==> src/rtl/idu_stage.sv <==
// idu_stage: registered RV32I/RV64I instruction-decode stage.
// Valid/ready handshakes on both sides; an accepted ebreak halts intake until reset.
module idu_stage #(
    parameter int unsigned DATA_LEN = 32
) (
    input  logic                clk,
    input  logic                rst_n,
    input  logic                in_valid_i,
    output logic                in_ready_o,
    input  logic [31:0]         inst_i,
    input  logic [DATA_LEN-1:0] pc_i,
    input  logic [DATA_LEN-1:0] src1_i,
    input  logic [DATA_LEN-1:0] src2_i,
    input  logic                flush_i,
    output logic                out_valid_o,
    input  logic                out_ready_i,
    output logic [DATA_LEN-1:0] out_pc_o,
    output logic [4:0]          rs1_o,
    output logic [4:0]          rs2_o,
    output logic [4:0]          rd_o,
    output logic [DATA_LEN-1:0] operand1_o,
    output logic [DATA_LEN-1:0] operand2_o,
    output logic [DATA_LEN-1:0] operand3_o,
    output logic [DATA_LEN-1:0] operand4_o,
    output logic [19:0]         control_sign_o,
    output logic [4:0]          store_sign_o,
    output logic                inst_jump_flag_o,
    output logic                jump_without_o,
    output logic                op_o,
    output logic                dest_wen_o,
    output logic                ebreak_o,
    output logic                illegal_o
);

    localparam logic [6:0] OpLui    = 7'b0110111;
    localparam logic [6:0] OpAuipc  = 7'b0010111;
    localparam logic [6:0] OpJal    = 7'b1101111;
    localparam logic [6:0] OpJalr   = 7'b1100111;
    localparam logic [6:0] OpBranch = 7'b1100011;
    localparam logic [6:0] OpLoad   = 7'b0000011;
    localparam logic [6:0] OpStore  = 7'b0100011;
    localparam logic [6:0] OpImm    = 7'b0010011;
    localparam logic [6:0] OpReg    = 7'b0110011;
    localparam logic [6:0] OpImm32  = 7'b0011011;
    localparam logic [6:0] OpReg32  = 7'b0111011;
    localparam logic [6:0] OpSystem = 7'b1110011;

    localparam logic [31:0] EbreakInst = 32'h0010_0073;
    localparam logic        IsRv64     = (DATA_LEN == 64);

    localparam logic [0:0] StRun  = 1'b0;
    localparam logic [0:0] StHalt = 1'b1;

    // Bit positions inside control_sign
    localparam int unsigned CsDword  = 19;
    localparam int unsigned CsW      = 18;
    localparam int unsigned CsWord   = 17;
    localparam int unsigned CsHalf   = 16;
    localparam int unsigned CsByte   = 15;
    localparam int unsigned CsLoad   = 14;
    localparam int unsigned CsBgeu   = 13;
    localparam int unsigned CsBge    = 12;
    localparam int unsigned CsBne    = 11;
    localparam int unsigned CsBeq    = 10;
    localparam int unsigned CsBltu   = 9;
    localparam int unsigned CsBlt    = 8;
    localparam int unsigned CsCmp    = 7;
    localparam int unsigned CsUnsign = 6;
    localparam int unsigned CsShift  = 5;
    localparam int unsigned CsAl     = 4;
    localparam int unsigned CsLr     = 3;
    localparam int unsigned CsAnd    = 2;
    localparam int unsigned CsXor    = 1;
    localparam int unsigned CsOr     = 0;

    logic [6:0] opcode;
    logic [2:0] funct3;
    logic [6:0] funct7;
    logic       f7_zero;
    logic       f7_alt;
    logic       sh_ok;
    logic       sra_ok;

    assign opcode  = inst_i[6:0];
    assign funct3  = inst_i[14:12];
    assign funct7  = inst_i[31:25];
    assign f7_zero = (funct7 == 7'b0000000);
    assign f7_alt  = (funct7 == 7'b0100000);

    // Upper immediate bits above the shamt field; the shamt is one bit wider on RV64
    assign sh_ok  = IsRv64 ? (inst_i[31:26] == 6'b000000) : (inst_i[31:25] == 7'b0000000);
    assign sra_ok = IsRv64 ? (inst_i[31:26] == 6'b010000) : (inst_i[31:25] == 7'b0100000);

    logic [DATA_LEN-1:0] imm_i, imm_s, imm_b, imm_u, imm_j;

    assign imm_i = DATA_LEN'($signed(inst_i[31:20]));
    assign imm_s = DATA_LEN'($signed({inst_i[31:25], inst_i[11:7]}));
    assign imm_b = DATA_LEN'($signed({inst_i[31], inst_i[7], inst_i[30:25], inst_i[11:8], 1'b0}));
    assign imm_u = DATA_LEN'($signed({inst_i[31:12], 12'b0}));
    assign imm_j = DATA_LEN'($signed({inst_i[31], inst_i[19:12], inst_i[20], inst_i[30:21], 1'b0}));

    logic is_lui, is_auipc, is_jal, is_jalr, is_branch, is_store, is_reg, is_reg32, is_ebreak;

    assign is_lui    = (opcode == OpLui);
    assign is_auipc  = (opcode == OpAuipc);
    assign is_jal    = (opcode == OpJal);
    assign is_jalr   = (opcode == OpJalr);
    assign is_branch = (opcode == OpBranch);
    assign is_store  = (opcode == OpStore);
    assign is_reg    = (opcode == OpReg);
    assign is_reg32  = (opcode == OpReg32);
    assign is_ebreak = (inst_i == EbreakInst);

    logic                dec_legal;
    logic [19:0]         dec_cs;
    logic [4:0]          dec_ss;
    logic                dec_jf;
    logic                dec_jw;
    logic                dec_op;
    logic [DATA_LEN-1:0] dec_imm;

    // Raw decode: legality, immediate selection and per-instruction control bits
    always_comb begin
        dec_legal = 1'b0;
        dec_cs    = '0;
        dec_ss    = '0;
        dec_jf    = 1'b0;
        dec_jw    = 1'b0;
        dec_op    = 1'b0;
        dec_imm   = '0;
        case (opcode)
            OpLui, OpAuipc: begin
                dec_legal = 1'b1;
                dec_imm   = imm_u;
            end
            OpJal: begin
                dec_legal = 1'b1;
                dec_imm   = imm_j;
                dec_jw    = 1'b1;
            end
            OpJalr: begin
                dec_legal = (funct3 == 3'b000);
                dec_imm   = imm_i;
                dec_jw    = 1'b1;
            end
            OpBranch: begin
                dec_legal = 1'b1;
                dec_imm   = imm_b;
                dec_jf    = 1'b1;
                dec_op    = 1'b1;
                case (funct3)
                    3'b000:  dec_cs[CsBeq]  = 1'b1;
                    3'b001:  dec_cs[CsBne]  = 1'b1;
                    3'b100:  dec_cs[CsBlt]  = 1'b1;
                    3'b101:  dec_cs[CsBge]  = 1'b1;
                    3'b110:  dec_cs[CsBltu] = 1'b1;
                    3'b111:  dec_cs[CsBgeu] = 1'b1;
                    default: dec_legal      = 1'b0;
                endcase
            end
            OpLoad: begin
                dec_legal       = 1'b1;
                dec_imm         = imm_i;
                dec_cs[CsLoad]  = 1'b1;
                case (funct3)
                    3'b000: dec_cs[CsByte] = 1'b1;
                    3'b001: dec_cs[CsHalf] = 1'b1;
                    3'b010: dec_cs[CsWord] = 1'b1;
                    3'b011: begin
                        dec_cs[CsDword] = 1'b1;
                        dec_legal       = IsRv64;
                    end
                    3'b100: begin
                        dec_cs[CsByte]   = 1'b1;
                        dec_cs[CsUnsign] = 1'b1;
                    end
                    3'b101: begin
                        dec_cs[CsHalf]   = 1'b1;
                        dec_cs[CsUnsign] = 1'b1;
                    end
                    3'b110: begin
                        dec_cs[CsWord]   = 1'b1;
                        dec_cs[CsUnsign] = 1'b1;
                        dec_legal        = IsRv64;
                    end
                    default: dec_legal = 1'b0;
                endcase
            end
            OpStore: begin
                dec_legal = 1'b1;
                dec_imm   = imm_s;
                dec_ss[0] = 1'b1;
                case (funct3)
                    3'b000: dec_ss[1] = 1'b1;
                    3'b001: dec_ss[2] = 1'b1;
                    3'b010: dec_ss[3] = 1'b1;
                    3'b011: begin
                        dec_ss[4] = 1'b1;
                        dec_legal = IsRv64;
                    end
                    default: dec_legal = 1'b0;
                endcase
            end
            OpImm: begin
                dec_legal = 1'b1;
                dec_imm   = imm_i;
                case (funct3)
                    3'b010: begin
                        dec_cs[CsCmp] = 1'b1;
                        dec_op        = 1'b1;
                    end
                    3'b011: begin
                        dec_cs[CsCmp]    = 1'b1;
                        dec_cs[CsUnsign] = 1'b1;
                        dec_op           = 1'b1;
                    end
                    3'b100: dec_cs[CsXor] = 1'b1;
                    3'b110: dec_cs[CsOr]  = 1'b1;
                    3'b111: dec_cs[CsAnd] = 1'b1;
                    3'b001: begin
                        dec_cs[CsShift] = 1'b1;
                        dec_cs[CsLr]    = 1'b1;
                        dec_legal       = sh_ok;
                    end
                    3'b101: begin
                        dec_cs[CsShift] = 1'b1;
                        dec_legal       = sh_ok | sra_ok;
                    end
                    default: ;
                endcase
            end
            OpReg: begin
                dec_legal = f7_zero;
                case (funct3)
                    3'b000: begin
                        dec_legal = f7_zero | f7_alt;
                        dec_op    = f7_alt;
                    end
                    3'b001: begin
                        dec_cs[CsShift] = 1'b1;
                        dec_cs[CsLr]    = 1'b1;
                    end
                    3'b010: begin
                        dec_cs[CsCmp] = 1'b1;
                        dec_op        = 1'b1;
                    end
                    3'b011: begin
                        dec_cs[CsCmp]    = 1'b1;
                        dec_cs[CsUnsign] = 1'b1;
                        dec_op           = 1'b1;
                    end
                    3'b100: dec_cs[CsXor] = 1'b1;
                    3'b101: begin
                        dec_cs[CsShift] = 1'b1;
                        dec_legal       = f7_zero | f7_alt;
                    end
                    3'b110: dec_cs[CsOr]  = 1'b1;
                    default: dec_cs[CsAnd] = 1'b1;
                endcase
            end
            OpImm32: begin
                dec_imm    = imm_i;
                dec_cs[CsW] = 1'b1;
                case (funct3)
                    3'b000: dec_legal = IsRv64;
                    3'b001: begin
                        dec_cs[CsShift] = 1'b1;
                        dec_cs[CsLr]    = 1'b1;
                        dec_legal       = IsRv64 & f7_zero;
                    end
                    3'b101: begin
                        dec_cs[CsShift] = 1'b1;
                        dec_legal       = IsRv64 & (f7_zero | f7_alt);
                    end
                    default: dec_legal = 1'b0;
                endcase
            end
            OpReg32: begin
                dec_cs[CsW] = 1'b1;
                case (funct3)
                    3'b000: begin
                        dec_legal = IsRv64 & (f7_zero | f7_alt);
                        dec_op    = f7_alt;
                    end
                    3'b001: begin
                        dec_cs[CsShift] = 1'b1;
                        dec_cs[CsLr]    = 1'b1;
                        dec_legal       = IsRv64 & f7_zero;
                    end
                    3'b101: begin
                        dec_cs[CsShift] = 1'b1;
                        dec_legal       = IsRv64 & (f7_zero | f7_alt);
                    end
                    default: dec_legal = 1'b0;
                endcase
            end
            OpSystem: begin
                dec_legal = is_ebreak;
                dec_imm   = imm_i;
            end
            default: dec_legal = 1'b0;
        endcase
        if (dec_legal) begin
            dec_cs[CsAl] = inst_i[30];
        end
    end

    logic [DATA_LEN-1:0] op1_d, op2_d, op3_d, op4_d;
    logic [19:0]         cs_d;
    logic [4:0]          ss_d;
    logic                jf_d, jw_d, op_d, wen_d;

    // Next bundle: operand muxing plus gating of all control when the encoding is illegal
    always_comb begin
        if (is_auipc) begin
            op1_d = pc_i;
        end else if (is_jal | is_jalr | is_lui) begin
            op1_d = '0;
        end else begin
            op1_d = src1_i;
        end
        if (is_jal | is_jalr) begin
            op2_d = pc_i + DATA_LEN'(4);
        end else if (is_branch | is_reg | is_reg32) begin
            op2_d = src2_i;
        end else begin
            op2_d = dec_imm;
        end
        op3_d = is_jalr ? src1_i : pc_i;
        op4_d = dec_imm;
        cs_d  = dec_legal ? dec_cs : '0;
        ss_d  = dec_legal ? dec_ss : '0;
        jf_d  = dec_legal & dec_jf;
        jw_d  = dec_legal & dec_jw;
        op_d  = dec_legal & dec_op;
        wen_d = dec_legal & ~(is_branch | is_store | is_ebreak);
    end

    logic [0:0] state_q, state_d;
    logic       out_valid_q, out_valid_d;
    logic       accept;

    assign in_ready_o = (state_q == StRun) & ~flush_i & (~out_valid_q | out_ready_i);
    assign accept     = in_valid_i & in_ready_o;

    // Handshake and halt next-state; flush wins over a drain and blocks intake
    always_comb begin
        state_d     = state_q;
        out_valid_d = out_valid_q;
        if (flush_i) begin
            out_valid_d = 1'b0;
        end else if (accept) begin
            out_valid_d = 1'b1;
        end else if (out_ready_i) begin
            out_valid_d = 1'b0;
        end
        if (accept && is_ebreak) begin
            state_d = StHalt;
        end
    end

    // Control state registers
    always_ff @(posedge clk or negedge rst_n) begin
        if (!rst_n) begin
            state_q     <= StRun;
            out_valid_q <= 1'b0;
        end else begin
            state_q     <= state_d;
            out_valid_q <= out_valid_d;
        end
    end

    logic [DATA_LEN-1:0] pc_q, op1_q, op2_q, op3_q, op4_q;
    logic [4:0]          rs1_q, rs2_q, rd_q;
    logic [19:0]         cs_q;
    logic [4:0]          ss_q;
    logic                jf_q, jw_q, op_q, wen_q, ebreak_q, illegal_q;

    // Decoded bundle loads only on accept and holds otherwise
    always_ff @(posedge clk or negedge rst_n) begin
        if (!rst_n) begin
            pc_q      <= '0;
            op1_q     <= '0;
            op2_q     <= '0;
            op3_q     <= '0;
            op4_q     <= '0;
            rs1_q     <= '0;
            rs2_q     <= '0;
            rd_q      <= '0;
            cs_q      <= '0;
            ss_q      <= '0;
            jf_q      <= 1'b0;
            jw_q      <= 1'b0;
            op_q      <= 1'b0;
            wen_q     <= 1'b0;
            ebreak_q  <= 1'b0;
            illegal_q <= 1'b0;
        end else if (accept) begin
            pc_q      <= pc_i;
            op1_q     <= op1_d;
            op2_q     <= op2_d;
            op3_q     <= op3_d;
            op4_q     <= op4_d;
            rs1_q     <= inst_i[19:15];
            rs2_q     <= inst_i[24:20];
            rd_q      <= inst_i[11:7];
            cs_q      <= cs_d;
            ss_q      <= ss_d;
            jf_q      <= jf_d;
            jw_q      <= jw_d;
            op_q      <= op_d;
            wen_q     <= wen_d;
            ebreak_q  <= is_ebreak;
            illegal_q <= ~dec_legal;
        end
    end

    assign out_valid_o      = out_valid_q;
    assign out_pc_o         = pc_q;
    assign operand1_o       = op1_q;
    assign operand2_o       = op2_q;
    assign operand3_o       = op3_q;
    assign operand4_o       = op4_q;
    assign rs1_o            = rs1_q;
    assign rs2_o            = rs2_q;
    assign rd_o             = rd_q;
    assign control_sign_o   = cs_q;
    assign store_sign_o     = ss_q;
    assign inst_jump_flag_o = jf_q;
    assign jump_without_o   = jw_q;
    assign op_o             = op_q;
    assign dest_wen_o       = wen_q;
    assign ebreak_o         = ebreak_q;
    assign illegal_o        = illegal_q;

endmodule

==> config.mk <==
export PLATFORM = sky130hd
export DESIGN_NAME = idu_stage
export DESIGN_NICKNAME = d
export VERILOG_FILES = /design/src/rtl/idu_stage.sv
export SDC_FILE = /design/constraint.sdc
export NUM_CORES = 1
export LEC_CHECK = 0
export CORE_MARGIN = 3
export CORE_UTILIZATION = 49
export CTS_BUF_LIST = sky130_fd_sc_hd__clkbuf_8 sky130_fd_sc_hd__clkbuf_16
export DETAILED_ROUTE_END_ITERATION = 12
export PLACE_DENSITY_LB_ADDON = 0.05
export SETUP_SLACK_MARGIN = 0.05
export SKIP_LAST_GASP = 1
export SLEW_MARGIN = 20
export SYNTH_ARGS = -nofsm -noshare
export SYNTH_HDL_FRONTEND = slang
export SYNTH_SLANG_ARGS = --single-unit
==> constraint.sdc <==
create_clock -name clk -period 6.8 [get_ports clk]
set_clock_uncertainty 0.1 [all_clocks]
set_input_delay 1.36 -clock clk [delete_from_list [all_inputs] [get_ports clk]]
set_output_delay 1.36 -clock clk [all_outputs]
set_load 0.05 [all_outputs]
After elaboration in Yosys (flattened, before gate mapping)
Index checks and enable logic that the tools add are counted. Widths: inputs -> output; s select.

Register bits: 208. Input port bits: 133. Word-level logic and storage cells: 127.

Add/subtract/negate cells: 1. Eq/ne operators: 21. Mux-type cells: 46. Bitwise gates (word level): 20. Reduce and logical (&&, ||, !) cells: 21.

Operators by type and width (count): $mux 32 (5); $pmux 32 s5 (1); $eq 7x6->1 const B (5); $add 32x3->32 const B (1); $eq 32x21->1 const B (1); $mux 1 (29); $eq 7x7->1 const B (4); $eq 7x5->1 const B (3); $mux 20 (1); $reduce_or 2->1 (9); $eq 3x3->1 const B (4); $mux 5 (2); $reduce_or 5->1 (2); $reduce_or 3->1 (3); $or 1x1->1 (8); $pmux 1 s8 (1); $and 1x1->1 (7); $eq 7x2->1 const B (1); $logic_not 7->1 (1); $reduce_or 7->1 (1); $eq 3x2->1 const B (2); $mux 6 (1); $pmux 1 s2 (3); $pmux 3 s2 (1); 9 further kinds (13).

Longest topological paths before layout
Gate-level depths: netlist of run 1.

Depth after elaboration: 6. Mapped depth: 8.

Worst setup path before layout of run 1
No wires, ideal clock.

Kind: input to output. Start point: in out_ready_i. End point: out in_ready_o. Arrival: 2.462 ns. Data required time: 5.340 ns. Path slack: 2.878 ns. Stages on the path: 2. Path buffers: 0. Cells stage by stage: nor2b_1 > nor3_1.

Cells in the longest elaborated chain, start to end: 2.

Ends and longest elaborated chain: start: declaration (line 16) `input logic out_ready_i,`; $or 1x1->1 (line 343) `assign in_ready_o = (state_q == StRun) & ~flush_i & (~out_valid_q | out_ready_i);`; $and 1x1->1 (line 343); end: declaration (line 9) `output logic in_ready_o,`.

No other way between the ends.

Worst setup path after layout of run 1
Ends and elaborated chain as after synthesis.

==> flow_summary.yaml, run 1 <==
clock_network:
  insertion_delay_ns: 0.51
  numClockSinks: 208
  cts_setup_buffers: 0
  clk_pin_slew_ns: 0.06
  hold_buffers: 0
  cts_tree: "done"
  cts_resized: 0
  cts_max_path_buffers: 3
  cts-root-buf: "clkbuf_16"
  numCtsBuffers: 22
  cts_max_level: 1
synth:
  synth_seq_cells: 208
  async_flop_share_pct: 100
  ys_seq_area_share_pct: 53.6
  yosys_warnings: 0
  synth_area_per_cell_um2: 9.29
  yosys-top-cells-area: "dfrtp_1 54%, nand2_1 13%, o21ai_1 3.9%, mux2i_1 3.3%, a22oi_1 3.2%"
  netlist_area_um2: 9710
  synth_cell_types: 61
  ys.flop_type: "dfrtp_1"
  netlist.area_leader.share_pct: 53.6
  synth_top_cell_by_area: "dfrtp_1"
  synth_most_common_cell: "nand2_1"
  synthesis.instances: 1045
  netlist_top_cells_count: "327 x nand2_1, 208 x dfrtp_1, 76 x o21ai_1"
  synth_edf_count: 0
  syn_nets: 1179
detailed_routing:
  drc: 0
  drt_wl_total_um: 35100
  dr.first_iter.drc_count: 732
  wl_per_cell_um: 21.6
  dr.pass1.iters: 5
  ant_nets: 0
  vias: 9371
  vias_per_cell: 5.76
worst_setup_path:
  end_kind: "output pin"
  path_cells: "clkdlybuf4s50_1 -> nor2b_1 -> nor3_1 -> clkdlybuf4s50_1"
  reg2reg_depth: 5
  cp_max_fo: 4
  crit_slowest_cell: "clkdlybuf4s50_1"
  critical_path_class: "in2out"
  cp_num_buf_inv: 2
  cpPeakStageDelay_ns: 0.82
  path_common_cell: "clkdlybuf4s50_1"
  r2r_setup_slack_ns: 3.77
  cp-start-kind: "primary input"
  worst_path_dominant_cell_family: "buffers and inverters"
  worstPathRequired_ns: 5.34
  crit_cells: 4
  crit_arrival_ns: 2.85
global_routing:
  grt_usage_pct: 31.6
  antenna_found_initial: 6
  grt_overflow: 0
  grt_pass1_vias: 9142
  grt_pass1_wl_um: 54000
  grt_max_degree: 195
place:
  dp_hpwl_um: 25000
  port_buffers: 340
  finalWeightedCongestion: 0.931
  dp_cells: 1581
timing:
  rsz0062_at_grt: "false"
  fin_crit_ns: 4.31
  max_slew_margin_pct: 34.9
  hold_ws_ns: 0.363
  worstMarginPinSlew_ns: 0.969
  final.period_utilization_pct: 63.4
  fmax_mhz: 232
  drv_slew: 0
  finalSetupTns_ns: 0
  setup_violations: 0
  hold_viol_final: 0
cells_and_area:
  syn2layout_area_growth_pct: 45.0
  multi_input_area_um2: 4240
  final-seq-area_um2: 5200
  drive_gt1_share_pct: 5.29
  fillers: 1453
  finish.net_count: 1479
  instances_no_fill: 1627
pwr:
  swShare_pct: 35.0
  intPower_uw: 2530
  p_total_uw: 3890
  vdd_drop_max_v: 0.000190
  power.share.clock_pct: 33.5
  combPwrFrac_pct: 29.4
  pwr-share-seq_pct: 37.1
  powerDensity_nw_per_um2: 277
  power_switching_uw: 1360
  p_leak_uw: 0.00608
floorplanning:
  die_h_um: 147
  dieWidth_um: 147
  num_io_pins: 341
  coreArea_um2: 19100
  initial_core_util_pct: 50.9
  fp-row-count: 50
  dieArea_um2: 21500
worst_hold_path:
  hold_path.class: "reg2reg"
  hold_depth: 2
outcome:
  status: "finished, final reports clean"
flow_run:
  maxCapViolCount: 0
[metal layers]
layer	vias up	part of all wire [%]	global-route usage (%)
li1	4245	-	-
met1	4562	41	43.4
met2	493	46	49.0
met3	71	10	7.99
met4	0	3.3	11.5
met5	-	0	0
[layout by cell type, fill, tap and decap left out, types with 3 or more instances in the layout]
cell type,netlist,layout
clkdlybuf4s50_1,0,339
nand2_1,327,327
dfrtp_1,208,208
o21ai_1,76,76
a22oi_1,41,41
a21oi_1,39,38
nor2_1,39,36
mux2i_1,32,32
nand3_1,22,22
clkbuf_16,0,22
xnor2_1,20,20
a221o_1,18,18
nand4_1,12,12
nor3_1,9,9
a222oi_1,9,9
xor2_1,9,9
nand2b_1,8,8
buf_4,0,8
nor2b_1,7,7
inv_1,5,7
clkinv_2,0,7
diode_2,0,6
a31oi_1,6,6
a22o_1,6,6
o21ai_0,6,6
and3_1,6,6
and2_1,5,5
o31ai_1,5,5
a32o_1,5,5
nor2_2,3,4
clkbuf_8,0,4
bufinv_16,0,4
or4_1,3,3
nor3b_1,3,3
nor4_1,3,3
[kinds of logic after synthesis]
logic type	after synthesis	synth area share [%]
xor+xnor	29	2.62
simple gates	467	21.2
mux	34	3.53
fa+ha+maj	1	0.129
buf+inv	79	3.21
compound gates	227	15.7
flops	208	53.6
[tightest hold or removal path: stages (launching register included)]
cell	delay [ns]
dfrtp_1	0.34
nand2_1	0.05
nand2_1	0.05
[worst paths after layout]
kind,to,startpoint
worst min register to register,operand1_o[3],operand1_o[3]
max in group asynchronous,out_pc_o[6],rst_n
worst max register to register,operand4_o[27],out_valid_o
min in group asynchronous,operand3_o[14],rst_n
worst min-delay path,operand1_o[3],operand1_o[3]
worst max-delay path,in_ready_o,out_ready_i
[per-stage QoR]
stage / worst slack [ns] / util [%] / area (um^2)
2_1_floorplan: 2.88 / - / 9710
3_3_place_gp: 2.33 / 69.5 / 13300
3_5_place_dp: 2.21 / 69.5 / 13300
4_1_cts: 2.48 / 73.6 / 14000
5_1_grt: 2.43 / 73.8 / 14100
6_report: 2.49 / 73.8 / 14100
[registers in the layout (all words and copies together) (netlist names), 5 cells and up]
register and count:
operand3_o 32, operand4_o 32, operand2_o 32, out_pc_o 32
rd_o 5, control_sign_o 20, rs2_o 5, rs1_o 5
store_sign_o 5, operand1_o 32
[final cells by class]
cell class                      instances  area share [%]
Sequential cell                       208            37.0
Multi-Input combinational cell        758            30.1
Timing Repair Buffer                  349            24.8
Clock buffer                           26            4.30
Tap cell                              260            2.31
Clock inverter                         14            1.27
Inverter                                6           0.160
Antenna cell                            6           0.107
[power by group through the flow]
stage	Sequential (uW)	Clock, uW	Combinational (uW)
floorplan	1930	0	197
global placement	1460	0	1130
detailed placement	1460	0	1140
CTS	1440	1310	1150
global route	1460	1360	1200
finish	1440	1300	1150
Note: power is estimated with default switching activity, not from simulation.
==> run 2: changes to the inputs <==
--- a/config.mk
+++ b/config.mk
@@ -6,7 +6,7 @@
 export NUM_CORES = 1
 export LEC_CHECK = 0
 export CORE_MARGIN = 3
-export CORE_UTILIZATION = 49
+export CORE_UTILIZATION = 46
 export CTS_BUF_LIST = sky130_fd_sc_hd__clkbuf_8 sky130_fd_sc_hd__clkbuf_16
 export DETAILED_ROUTE_END_ITERATION = 12
 export PLACE_DENSITY_LB_ADDON = 0.05
==> constraint.sdc (replaced) <==
create_clock -name clk -period 4.4 [get_ports clk]
set_clock_uncertainty 0.1 [all_clocks]
set_input_delay 0.88 -clock clk [delete_from_list [all_inputs] [get_ports clk]]
set_output_delay 0.88 -clock clk [all_outputs]
set_load 0.05 [all_outputs]
==> flow_summary.yaml, run 2 (same netlist as run 1, synthesis figures left out) <==
cells_and_area:
  syn2layout_area_growth_pct: 45.9
  fillers: 1703
  finish.net_count: 1495
  drive_gt1_share_pct: 6.04
  final_cell_mix: "339 x clkdlybuf4s50_1, 327 x nand2_1, 208 x dfrtp_1, 76 x o21ai_1, 41 x a22oi_1"
  final_common_cell: "clkdlybuf4s50_1"
worst_setup_path:
  crit_arrival_ns: 2.39
  cp-startpoint: "out_ready_i"
  r2r_setup_slack_ns: 1.77
  reg2reg_depth: 6
  critical_path_class: "in2out"
  cp_max_fo: 4
  cpPeakStageDelay_ns: 0.83
  crit_path_end: "in_ready_o"
  path_cells: "clkdlybuf4s50_1 -> nor2b_1 -> nor3_1 -> clkdlybuf4s50_1"
  r2r-start: "out_valid_o"
  crit_slowest_cell: "clkdlybuf4s50_1"
  end_kind: "output pin"
  timing.rr.end: "operand2_o[4]"
  cp-start-kind: "primary input"
  worstPathRequired_ns: 3.42
  path_common_cell: "clkdlybuf4s50_1"
pwr:
  intPower_uw: 3820
  combPwrFrac_pct: 30.1
  power_switching_uw: 2070
  powerDensity_nw_per_um2: 416
  swShare_pct: 35.2
  p_total_uw: 5900
  p_leak_uw: 0.00613
  power.share.clock_pct: 32.0
  pwr-share-seq_pct: 37.8
  vdd_drop_max_v: 0.000292
timing:
  hold_viol_final: 0
  fmax_mhz: 297
  fin_crit_ns: 3.37
  max_slew_margin_pct: 26.2
  worstMarginPinSlew_ns: 1.10
  rsz0062_at_grt: "false"
  finalSetupTns_ns: 0
  drv_slew: 0
  setup_violations: 0
  final.period_utilization_pct: 76.5
clock_network:
  cts-root-buf: "clkbuf_16"
  numClockSinks: 208
  cts_resized: 0
  cts_max_level: 1
  cts_setup_buffers: 0
  clk_pin_slew_ns: 0.06
  cts_tree: "done"
  insertion_delay_ns: 0.51
  hold_buffers: 0
  cts_max_path_buffers: 3
  numCtsBuffers: 23
floorplanning:
  dieArea_um2: 22900
  coreArea_um2: 20500
  initial_core_util_pct: 47.4
  num_io_pins: 341
  dieWidth_um: 151
  die_h_um: 151
  fp-row-count: 52
detailed_routing:
  wl_per_cell_um: 21.1
  top_layer: "met5"
  dr.first_iter.drc_count: 694
  met1_length_um: 14200
  drt_wl_total_um: 34700
  ant_nets: 0
  drc: 0
  vias: 9159
  met2_length_um: 16000
  vias_per_cell: 5.57
  dr.pass1.iters: 5
  dr_wl_met3_um: 3530
global_routing:
  antenna_found_initial: 3
  grt_usage_pct: 29.4
  grt_max_degree: 141
  grt_overflow: 0
  grt_pass1_wl_um: 52200
  grt_pass1_vias: 8885
place:
  finalWeightedCongestion: 0.936
  dp_hpwl_um: 25200
  port_buffers: 340
outcome:
  status: "finished, final reports clean"
flow_run:
  maxCapViolCount: 0
worst_hold_path:
  hold_path.class: "in2async"
==> run 2: cell types whose count changed in the layout (fill, tap and decap cells not counted), moves of 3 or more <==
cell / change
bufinv_16: -3
clkbuf_8: +3
buf_12: +3
buf_4: +12
clkinv_2: -5
diode_2: -5
==> run 2: final cells by class <==
cell class | instances | area [um^2] | area share, %
antenna | 1 | 2.50 | 0.0177
clock inverter | 8 | 67.6 | 0.477
multi-input combinational | 758 | 4220 | 29.8
timing repair buffer | 364 | 3640 | 25.7
clock buffer | 30 | 672 | 4.74
sequential | 208 | 5200 | 36.7
tap | 270 | 338 | 2.38
inverter | 6 | 22.5 | 0.159
==> run 2: per-stage QoR <==
step / area [um^2] / hold slack, ns / util, % / setup WS [ns] / std cells
after floorplan: 9710 / 0.374 / - / 1.44 / 1045
after global placement: 13400 / 0.350 / 65.5 / 0.666 / 1606
after detailed placement: 13400 / 0.354 / 65.5 / 0.602 / 1606
after CTS: 14200 / 0.368 / 69.1 / 1.02 / 1644
after global routing: 14200 / 0.382 / 69.1 / 0.902 / 1645
final: 14200 / 0.349 / 69.1 / 1.03 / 1645
==> run 2: worst max-delay path: cells and delay by family <==
family                 cells  cell delay [ns]
buffers and inverters      2             1.28
and+or+nand+nor            2             0.22
==> run 2: how the worst min path moves through the flow <==
stage	startpoint	endpoint	slack, ns	cells past startpoint
final	rst_n	operand1_o[15]	0.35	1
after global routing	operand1_o[8]	operand1_o[8]	0.38	2
after CTS	operand1_o[15]	operand1_o[15]	0.37	2
after detailed placement	operand1_o[29]	operand1_o[29]	0.35	2
after global placement	operand1_o[19]	operand1_o[19]	0.35	2
after floorplan	state_q	state_q	0.37	1
==> run 2: power by group through the flow <==
stage	Sequential, uW	Combinational [uW]	Clock (uW)
floorplan	2980	304	0
global placement	2260	1770	0
detailed placement	2260	1780	0
CTS	2230	1780	1920
global route	2260	1870	2000
finish	2230	1780	1890
==> run 2: metal layers <==
metal  global-route usage [%]  vias up
met4                     6.98        4
met2                     46.9      406
li1                         -     4267
met1                     40.1     4431
met3                     7.93       51
met5                        0        -
==> run 3: changes to the inputs <==
--- a/config.mk
+++ b/config.mk
@@ -6,7 +6,7 @@
 export NUM_CORES = 1
 export LEC_CHECK = 0
 export CORE_MARGIN = 3
-export CORE_UTILIZATION = 46
+export CORE_UTILIZATION = 41
 export CTS_BUF_LIST = sky130_fd_sc_hd__clkbuf_8 sky130_fd_sc_hd__clkbuf_16
 export DETAILED_ROUTE_END_ITERATION = 12
 export PLACE_DENSITY_LB_ADDON = 0.05
==> constraint.sdc (replaced) <==
create_clock -name clk -period 3 [get_ports clk]
set_clock_uncertainty 0.1 [all_clocks]
set_input_delay 0.6 -clock clk [delete_from_list [all_inputs] [get_ports clk]]
set_output_delay 0.6 -clock clk [all_outputs]
set_load 0.05 [all_outputs]
==> flow_summary.yaml, run 3 (same netlist as run 1, synthesis figures left out) <==
flow_run:
  maxCapViolCount: 0
timing:
  rsz0062_at_grt: "false"
  drv_slew: 0
  fin_crit_ns: 2.71
  max_slew_margin_pct: 40.7
  hold_ws_ns: 0.366
  finalSetupTns_ns: 0
  worstMarginPinSlew_ns: 0.887
  fmax_mhz: 369
  finalWorstSetupSlack_ns: 0.286
  final.period_utilization_pct: 90.5
  hold_viol_final: 0
  setup_violations: 0
detailed_routing:
  vias_per_cell: 5.35
  dr.first_iter.drc_count: 739
  vias: 9548
  ant_nets: 0
  wl_per_cell_um: 21.0
  dr.pass1.iters: 6
  drt_wl_total_um: 37500
  drc: 0
cells_and_area:
  fillers: 2015
  final_cell_mix: "338 x clkdlybuf4s50_1, 327 x nand2_1, 208 x dfrtp_1, 104 x buf_4, 76 x o21ai_1"
  final_common_cell: "clkdlybuf4s50_1"
  multi_input_area_um2: 4220
  drive_gt1_share_pct: 12.3
  final_cell_area_um2: 15000
  finish.net_count: 1586
  final-seq-area_um2: 5200
  syn2layout_area_growth_pct: 55.0
  instances_no_fill: 1784
floorplanning:
  die_h_um: 160
  dieWidth_um: 160
  fp-row-count: 55
  coreArea_um2: 23000
  initial_core_util_pct: 42.2
  dieArea_um2: 25600
  num_io_pins: 341
pwr:
  intPower_uw: 5810
  combPwrFrac_pct: 30.2
  powerDensity_nw_per_um2: 595
  power.share.clock_pct: 33.3
  power_switching_uw: 3160
  p_leak_uw: 0.00661
  swShare_pct: 35.2
  pwr-share-seq_pct: 36.5
  vdd_drop_max_v: 0.000384
place:
  dp_hpwl_um: 28200
  placed_cell_area_um2: 14200
  place_ws_ns: -0.339
  port_buffers: 340
  dp_cells: 1737
  finalWeightedCongestion: 0.913
clock_network:
  cts_max_path_buffers: 3
  cts-root-buf: "clkbuf_16"
  cts_max_level: 1
  numClockSinks: 208
  numCtsBuffers: 24
  cts_setup_buffers: 0
  cts_tree: "done"
  cts_resized: 0
  clk_pin_slew_ns: 0.06
  insertion_delay_ns: 0.51
outcome:
  status: "finished, final reports clean"
worst_setup_path:
  worstPathRequired_ns: 3.31
  end_kind: "flop"
  crit_arrival_ns: 3.02
  cp_max_fo: 11
  cp-start-kind: "primary input"
  critical_path_class: "in2reg"
global_routing:
  grt_overflow: 0
  grt_pass1_wl_um: 57000
  antenna_found_initial: 5
  grt_pass1_vias: 9441
  grt_usage_pct: 28.4
  grt_max_degree: 101
worst_hold_path:
  hold_path.class: "reg2reg"
==> run 3: layer usage <==
metal,share of wire [%],GRT usage [%],vias up
li1,-,-,4451
met1,43,39.7,4608
met2,45,44.9,434
met3,9.2,7.00,49
met4,2.0,6.71,6
met5,0.093,0,-
==> run 3: layout make-up <==
type	count	area share (%)
Antenna cell	2	0.0333
Tap cell	313	2.60
Clock inverter	14	0.981
Timing Repair Buffer	454	29.1
Inverter	6	0.150
Multi-Input combinational cell	758	28.1
Clock buffer	29	4.45
Sequential cell	208	34.6
==> run 3: what timing repair did <==
item                                    CTS  global route
hold buffers                              1             0
endpoints found under the hold margin    63             0
endpoints found under the setup margin    0             0
==> run 3: critical path, cell delays in order <==
cell             delay (ns)
clkdlybuf4s50_1        0.61
buf_4                  0.21
mux2_2                 0.18
o32ai_4                0.09
and2_1                 0.18
nor2b_1                0.69
a21oi_1                0.16
a221o_1                0.30
==> run 3: worst paths after layout <==
| kind | from | end | slack, ns | cells after the start |
|---|---|---|---|---|
| setup / recovery | inst_i[4] | operand2_o[22] | 0.29 | 8 |
| max in group asynchronous | rst_n | rd_o[0] | 1.47 | 3 |
| hold reg to reg | operand1_o[0] | operand1_o[0] | 0.37 | 2 |
| hold / removal | operand1_o[0] | operand1_o[0] | 0.37 | 2 |
| min in group asynchronous | rst_n | operand1_o[10] | 0.52 | 2 |
| setup reg to reg | out_valid_o | operand2_o[1] | 0.54 | 7 |
==> run 3: power groups by stage <==
stage | Clock [uW] | Sequential, uW | Combinational (uW)
after floorplan | 0 | 4370 | 446
after global placement | 0 | 3320 | 2680
after detailed placement | 0 | 3320 | 2700
after CTS | 3030 | 3270 | 2710
after global routing | 3150 | 3310 | 2840
final | 2990 | 3270 | 2700
==> run 3: per-stage QoR <==
stage,total power (uW),utilization (%)
2_1_floorplan,4820,-
3_3_place_gp,6000,61.8
3_5_place_dp,6020,61.8
4_1_cts,9020,65.4
5_1_grt,9300,65.5
6_report,8960,65.5
